File: src/rtl/timed_rr_arbiter.sv
// Round-robin arbiter with a per-ownership hold timeout and lockout of expired ports.
// Optional ARB_LOCK_EN adds a lock input that freezes the hold counter while held.
module timed_rr_arbiter #(
   parameter int NUM_PORTS = 3,
   parameter int TIMEOUT   = 10,
   parameter int CNT_W     = 16
) (
   input  logic                         clk,
   input  logic                         rst,
   input  logic [0:NUM_PORTS-1]         request,
`ifdef ARB_LOCK_EN
   input  logic                         lock,
`endif
   output logic [0:NUM_PORTS-1]         grant,
   output logic                         active,
   output logic [$clog2(NUM_PORTS)-1:0] owner,
   output logic [0:NUM_PORTS-1]         expired
);

   localparam int OW = $clog2(NUM_PORTS);
   localparam logic [CNT_W-1:0] CNT_MAX = {CNT_W{1'b1}};
   localparam logic [CNT_W-1:0] CNT_TO  = CNT_W'(TIMEOUT);
   localparam logic TO_EN = (TIMEOUT != 0);

   typedef enum logic {IDLE, BUSY} state_t;

   state_t                 state;
   logic [CNT_W-1:0]       cnt;
   logic [0:NUM_PORTS-1]   mask;
   logic [OW-1:0]          ptr;
   logic [0:NUM_PORTS-1]   eff;
   logic [OW-1:0]          pick;
   logic [OW-1:0]          pick_next;
   logic                   found;
   logic                   frozen;
   logic                   owner_req;
   logic                   timeout_hit;
   int                     idx;

`ifdef ARB_LOCK_EN
   assign frozen = lock;
`else
   assign frozen = 1'b0;
`endif

   assign eff         = request & ~mask;
   assign owner_req   = request[owner];
   assign timeout_hit = TO_EN && (cnt == CNT_TO) && !frozen;
   assign pick_next   = (int'(pick) == NUM_PORTS - 1) ? '0 : pick + 1'b1;

   // First effective request at or above the pointer, wrapping around.
   always_comb begin
      pick  = '0;
      found = 1'b0;
      idx   = 0;
      for (int k = 0; k < NUM_PORTS; k++) begin
         idx = int'(ptr) + k;
         if (idx >= NUM_PORTS) idx = idx - NUM_PORTS;
         if (!found && eff[idx]) begin
            found = 1'b1;
            pick  = OW'(idx);
         end
      end
   end

   always_ff @(posedge clk or posedge rst) begin
      if (rst) begin
         state   <= IDLE;
         grant   <= '0;
         active  <= 1'b0;
         owner   <= '0;
         expired <= '0;
         cnt     <= '0;
         mask    <= '0;
         ptr     <= '0;
      end else begin
         expired <= '0;
         // A lockout lasts only until the port lets go of its request.
         mask    <= mask & request;
         case (state)
            IDLE: begin
               if (found) begin
                  grant       <= '0;
                  grant[pick] <= 1'b1;
                  owner       <= pick;
                  active      <= 1'b1;
                  cnt         <= CNT_W'(1);
                  ptr         <= pick_next;
                  state       <= BUSY;
               end
            end
            BUSY: begin
               if (!owner_req) begin
                  grant  <= '0;
                  active <= 1'b0;
                  cnt    <= '0;
                  state  <= IDLE;
               end else if (timeout_hit) begin
                  grant          <= '0;
                  active         <= 1'b0;
                  cnt            <= '0;
                  expired[owner] <= 1'b1;
                  mask[owner]    <= 1'b1;
                  state          <= IDLE;
               end else if (!frozen && cnt != CNT_MAX) begin
                  cnt <= cnt + 1'b1;
               end
            end
            default: state <= IDLE;
         endcase
      end
   end

endmodule
File: config.mk
export PLATFORM = sky130hd
export DESIGN_NAME = timed_rr_arbiter
export DESIGN_NICKNAME = d
export VERILOG_FILES = /design/src/rtl/timed_rr_arbiter.sv
export SDC_FILE = /design/constraint.sdc
export NUM_CORES = 1
export LEC_CHECK = 0
export ABC_AREA = 1
export CAP_MARGIN = 5
export CORE_AREA = 8 8 71 73
export CTS_CLUSTER_DIAMETER = 50
export DETAILED_ROUTE_END_ITERATION = 16
export DIE_AREA = 0 0 79 81
export DONT_BUFFER_PORTS = 1
export PLACE_DENSITY = 0.74
export SETUP_SLACK_MARGIN = 0.02
export SLEW_MARGIN = 20
export SYNTH_ARGS = -nofsm -noshare
export SYNTH_HDL_FRONTEND = slang
export SYNTH_SLANG_ARGS = --single-unit
File: constraint.sdc
create_clock -name clk -period 1.8 [get_ports clk]
set_clock_uncertainty 0.2 [all_clocks]
set_input_delay 0.36 -clock clk [delete_from_list [all_inputs] [get_ports clk]]
set_output_delay 0.36 -clock clk [all_outputs]
set_load 0.05 [all_outputs]
; ---- After elaboration in Yosys (flattened, before gate mapping)
; Index checks and enable logic that the tools add are counted.
; W data, S select, Z words.
[totals]
regBits = 31
latchBits = 0
ramBits = 0
romBits = 0
input_bits = 5
output_inout_bits = 9
elab_cells = 99
n_memories = 0
[op_classes]
n_addsub = 7
n_mul = 0
n_div = 0
n_lt_le_gt_ge = 10
eq_ne = 6
shift = 0
mux = 49
n_bitwise = 10
n_reduce_logical = 9
[op_table]
columns = operator, count
row1 = $ge A32 B3 Y1 const B, 3
row2 = $mux W32, 3
row3 = $not A32 Y32, 3
row4 = $mux W16, 4
row5 = $pmux W16 S2, 1
row6 = $mux W3, 9
row7 = $mux W1, 19
row8 = $add A16 B1 Y16 const B, 1
row9 = $eq A16 B4 Y1 const B, 1
row10 = $ne A16 B16 Y1 const B, 1
row11 = $bmux W1 S2, 4
row12 = $mux W2, 4
row13 = $sub A3 B2 Y4 const B, 2
row14 = $and A3 B3 Y3, 2
row15 = $ge A3 B2 Y1 const B, 2
row16 = $ge A3 B3 Y1 const B, 2
row17 = $lt A3 B1 Y1 const B, 2
row18 = $not A2 Y3, 2
row19 = $pmux W3 S2, 1
row20 = $reduce_and A2 Y1, 3
row21 = $demux W1 S2, 2
row22 = $logic_and A1 B1 Y1, 4
row23 = $ne A4 B2 Y1 const B, 1
row24 = $pmux W1 S2, 2
row25 = 12 further kinds, 13

; ---- Logic depth before layout (Yosys ltp)
[logic_depth]
depth_word = 20
ltp_mapped = 12
depth_no_buf = 12

; ---- Worst setup path before layout
; Ideal clock, no wire load.
[synth_timing]
path_kind = register -> register
start = reg owner[1]
end = reg cnt[0]
setup_time_ps = 120
arrival_ps = 1642
required_ps = 1480
path_slack_ps = -162
path_stages_with_launch = 11
path_buffers = 1
synth_period_minus_slack_ps = 1962
cell_sequence = dfrtp_1 inv_1 nor2_2 nand2_1 nand3_4 nand2_2 inv_2 nand2_4 o21ai_4 buf_6 a21oi_2
[synth_between]
elab_chain_cells = 6
elab_cells_between_ends = 8
cone_classes = eq/ne (1) / mux (5) / bitwise (1) / reduce/logical (1)
[synth_lines]
columns = item, line
row1 = from (decl), 16  ; output logic [$clog2(NUM_PORTS)-1:0] owner,
row2 = from (signal assigned), 85  ; owner <= pick;
row3 = $not A2 Y3 (implied by the code) (*), 47  ; assign owner_req = request[owner];
row4 = $bmux W1 S2 (*), 47
row5 = $mux W1 (implied by the code) (*) (2 in a row), 47
row6 = $ne A4 B2 Y1 (no line) / $mux W16 (equally long branches), n/a
row7 = $reduce_and A2 Y1 (no line) / $pmux W16 S2 (equally long branches), n/a
row8 = to (signal assigned), 106  ; cnt <= cnt + 1'b1;
row9 = to (decl), 28  ; logic [CNT_W-1:0] cnt;
; Every way passes the cells marked *; elsewhere a longest branch is shown, timed or not. The select of a mux whose other input is x is not followed.
; A chain may end at the register's enable or synchronous reset.

; ---- Worst setup path in the final report
[layout_timing]
start = reg ptr[1]
end = reg cnt[7]
[layout_between]
elab_chain_cells = 15
elab_cells_between_ends = 32
cone_classes = add/sub (5) / order compare (3) / eq/ne (1) / mux (15) / bitwise (3) / reduce/logical (5)
[layout_lines]
columns = item, line
row1 = from (decl), 30  ; logic [OW-1:0] ptr;
row2 = from (signal assigned), 88  ; ptr <= pick_next;
row3 = branches (longest 12 deep; another with $sub A3 B2 Y4), n/a
row4 = $mux W1 (*), 59  ; if (!found && eff[idx]) begin
row5 = $ne A2 B2 Y1 (no line) (*), n/a
row6 = $reduce_and A2 Y1 (no line) (*), n/a
; Mark *: on every way between the ends. The select of a mux whose other input is x is not followed.

==> run summary <==
gate count of the mapped netlist -> 300
Max Cap Viol -> 0
total grt overflow -> 0
Placer Congestion -> 0.958
worst min-delay path class -> flop to flop
Max-Slew Margin vs Limit -> 67.4%
setup ws final -> -0.113 ns
final WL -> 5.36 mm
Core ar. -> 3910 um2
# port buffers -> 0
Initial Utilization -> 52.3%
final period utilization -> 106%
Final Slew Violations -> 0
cell area after synthesis -> 2050 um2
Mapped Nets -> 310
CTS tree -> built
worst path required time -> 1.82 ns
fmax -> 0.523 GHz
met3 GRT Util -> 3.53%
Synth top area share -> 37.9%
Via density -> 5.49
share of layout cells above drive strength 1 -> 24.3%
layout overhead on the synthesized area -> 25.5%
Period minus WS final -> 1.91 ns
Num CTS Buffers -> 5
n_diodes -> 0
CP arrival -> 1.93 ns
first-pass GRT wire length -> 9.27 mm
H-tree depth -> 2
maximum vdd drop -> 1150 uV
Pre-Repair DR Iteration Count -> 4
met1 usage -> 23.9%
Min Hold Slack -> 0.296 ns
Clock Latency Late Sink -> 0.28 ns
grt peak-use layer -> met2
Leak -> 1.33 nW
status -> finished with violations
final hold violation count -> 0
Placement Rows -> 23
Worst path top cell family by delay -> simple AND/OR/NAND/NOR gates
dominant cell type by area after synthesis -> dfrtp_1
Clock Path Buffers -> 2
WP buf/inv -> 2
asr flop ratio synth -> 100%
Ys Warns -> 0
met2 Track Usage GR -> 29.3%
Slew @ Worst Pin -> 0.489 ns
die area -> 6400 um2
Netlist cell types -> 25
power per cell area -> 1400 nW/um2
crit start category -> flop
Critical Path, Cell by Cell -> ha_4 -> inv_4 -> nand3_2 -> nand3_2 -> nand2_2 -> nand4_1 -> buf_4 -> o21ai_4 -> nand2_1 -> nand2_1
post-DR wirelength/cell -> 13.8 um
dpl hpwl -> 3.74 mm
die width -> 79 um
Syn Area/Cell -> 6.83 um2
Worst-path clk slew -> 0.07 ns
critical path class -> flop to flop
Worst Path Max Fanout -> 8
initial antenna violation count -> 0
failing checks -> negative setup slack
1st-iter DRT viols -> 282
all-layer global routing usage -> 17.8%
via count of the first global-routing pass -> 1950
DRC violations left -> 0
EDFF count, synth -> 0
largest net degree at the start of global routing -> 32
# clock sinks -> 31
top post-synthesis cells by area -> dfrtp_1, nand2_1, nand3_1, inv_1, nand4_1
nets@finish -> 346
Yosys reg bits -> 31
final setup vio count -> 24
Die Height -> 81 um
ANT nets after route -> 0
unrepaired setup endpoints after global routing -> yes
Critical Path End Type -> flop
setup_tns -> -1.79 ns
CP max stage cell -> dfrtp_1
Seq/Total Area, Yosys -> 37.9%
Slowest Stage Delay on Critical Path -> 0.43 ns
io pins -> 14
fillcell total -> 358
Most used DFF post-synth -> dfrtp_1
clock root cell -> clkbuf_8
via count -> 2126
-- final cells by class --
class                   instances  area [um2]  share of cell area, %
clock inverters                 3        43.8                   1.70
well taps                      50        62.6                   2.43
clock buffers                   5        68.8                   2.68
flip-flops and latches         31         778                   30.3
repair buffers                 34         265                   10.3
inverters                      41         159                   6.18
multi-input cells             223        1190                   46.4
-- placed cells by master, fill, tap and decap left out --
| cell type | count |
|---|---|
| nand2_1 | 98 |
| inv_1 | 33 |
| buf_4 | 30 |
| dfrtp_1 | 29 |
| nand3_1 | 27 |
| nor2_1 | 24 |
| nand4_1 | 19 |
| nand2_2 | 7 |
| o21ai_0 | 7 |
| nand3_2 | 6 |
| nor3_1 | 6 |
| inv_2 | 6 |
| nor2_2 | 5 |
| clkbuf_8 | 5 |
| o21ai_2 | 4 |
| dlygate4sd3_1 | 4 |
| ha_1 | 3 |
| inv_4 | 2 |
| nand2_4 | 2 |
| o21ai_1 | 2 |
| nor2_4 | 2 |
| o21ai_4 | 2 |
| nor4_1 | 2 |
| ha_4 | 2 |
| dfrtp_2 | 2 |
| nand3_4 | 1 |
| nor3_2 | 1 |
| nand4_2 | 1 |
| a21oi_2 | 1 |
| xor2_1 | 1 |
| clkinv_2 | 1 |
| bufinv_16 | 1 |
| clkinv_4 | 1 |
-- worst register-to-register path, stage by stage (launching register included) --
cell and delay [ns]:
dfrtp_1 0.43, ha_4 0.34, inv_4 0.06, nand3_2 0.06, nand3_2 0.07, nand2_2 0.08
nand4_1 0.13, buf_4 0.19, o21ai_4 0.13, nand2_1 0.10, nand2_1 0.07
-- through the flow --
step           power (mW)  instance area, um2  std cells  setup WS [ns]  utilization (%)
4_1_cts              3.50                2550        386        -0.0728             65.1
6_report             3.60                2570        387         -0.113             65.7
3_3_place_gp         2.49                2290        368         -0.151             58.5
3_5_place_dp         2.52                2290        368         -0.177             58.5
5_1_grt              3.81                2570        387         -0.231             65.7
2_1_floorplan        2.12                2090        300        -0.0271                -
-- report_power, final --
group	leakage, nW	switching (mW)	total, mW	internal (mW)
Sequential	0.415	0.223	1.04	0.817
Combinational	0.858	1.16	1.87	0.713
Clock	0.0581	0.271	0.683	0.412
Total	1.33	1.65	3.60	1.94
-- worst paths after layout --
kind | startpoint | end | slack (ns) | cells past startpoint
min | mask[2]$_DFF_PP0_ | mask[2]$_DFF_PP0_ | 0.30 | 2
max in group asynchronous | rst | owner[1]$_DFFE_PP0P_ | 0.69 | 3
min in group asynchronous | rst | expired[0]$_DFF_PP0_ | 0.39 | 3
max reg2reg | ptr[1]$_DFFE_PP0P_ | cnt[7]$_DFFE_PP0P_ | -0.11 | 10
max | ptr[1]$_DFFE_PP0P_ | cnt[7]$_DFFE_PP0P_ | -0.11 | 10
min reg2reg | mask[2]$_DFF_PP0_ | mask[2]$_DFF_PP0_ | 0.30 | 2
-- cell usage after synthesis (3+ instances only) --
master,number
nand3_1,33
nor2_2,3
nor3_1,6
nand2_1,104
ha_1,5
nor2_1,26
nand4_1,19
dfrtp_1,31
inv_1,39
o21ai_0,13
buf_2,3
-- registers in the layout, indices dropped and copies added (netlist names) --
signal and count:
ptr 2, state 1, mask 3, expired 3, owner 2, cnt 16
active 1, grant 3
-- repair_timing --
item / 4_1_cts / 5_1_grt
cloned: 1 / 0
hold buffers: 4 / 0
resized for setup: 21 / 5
pin swaps: 10 / 4
buffers inserted: 5 / 1
hold endpoints to repair: 34 / 0
endpoints found under the setup margin: 24 / 25
-- kinds of logic after synthesis --
group	after synthesis	synth area share (%)
and+or+nand+nor	201	44.9
adders and majority gates	5	3.05
buffers and inverters	47	9.35
xor gates and xnor gates	1	0.428
AOI/OAI and AO/OA	15	4.40
DFF	31	37.9
-- metal layers --
metal / part of all wire (%) / vias up
li1: - / 1043
met1: 45 / 1002
met2: 47 / 74
met3: 7.1 / 7
met4: 0.93 / 0
met5: 0 / -
No activity file was read; power rests on OpenSTA's default activity.
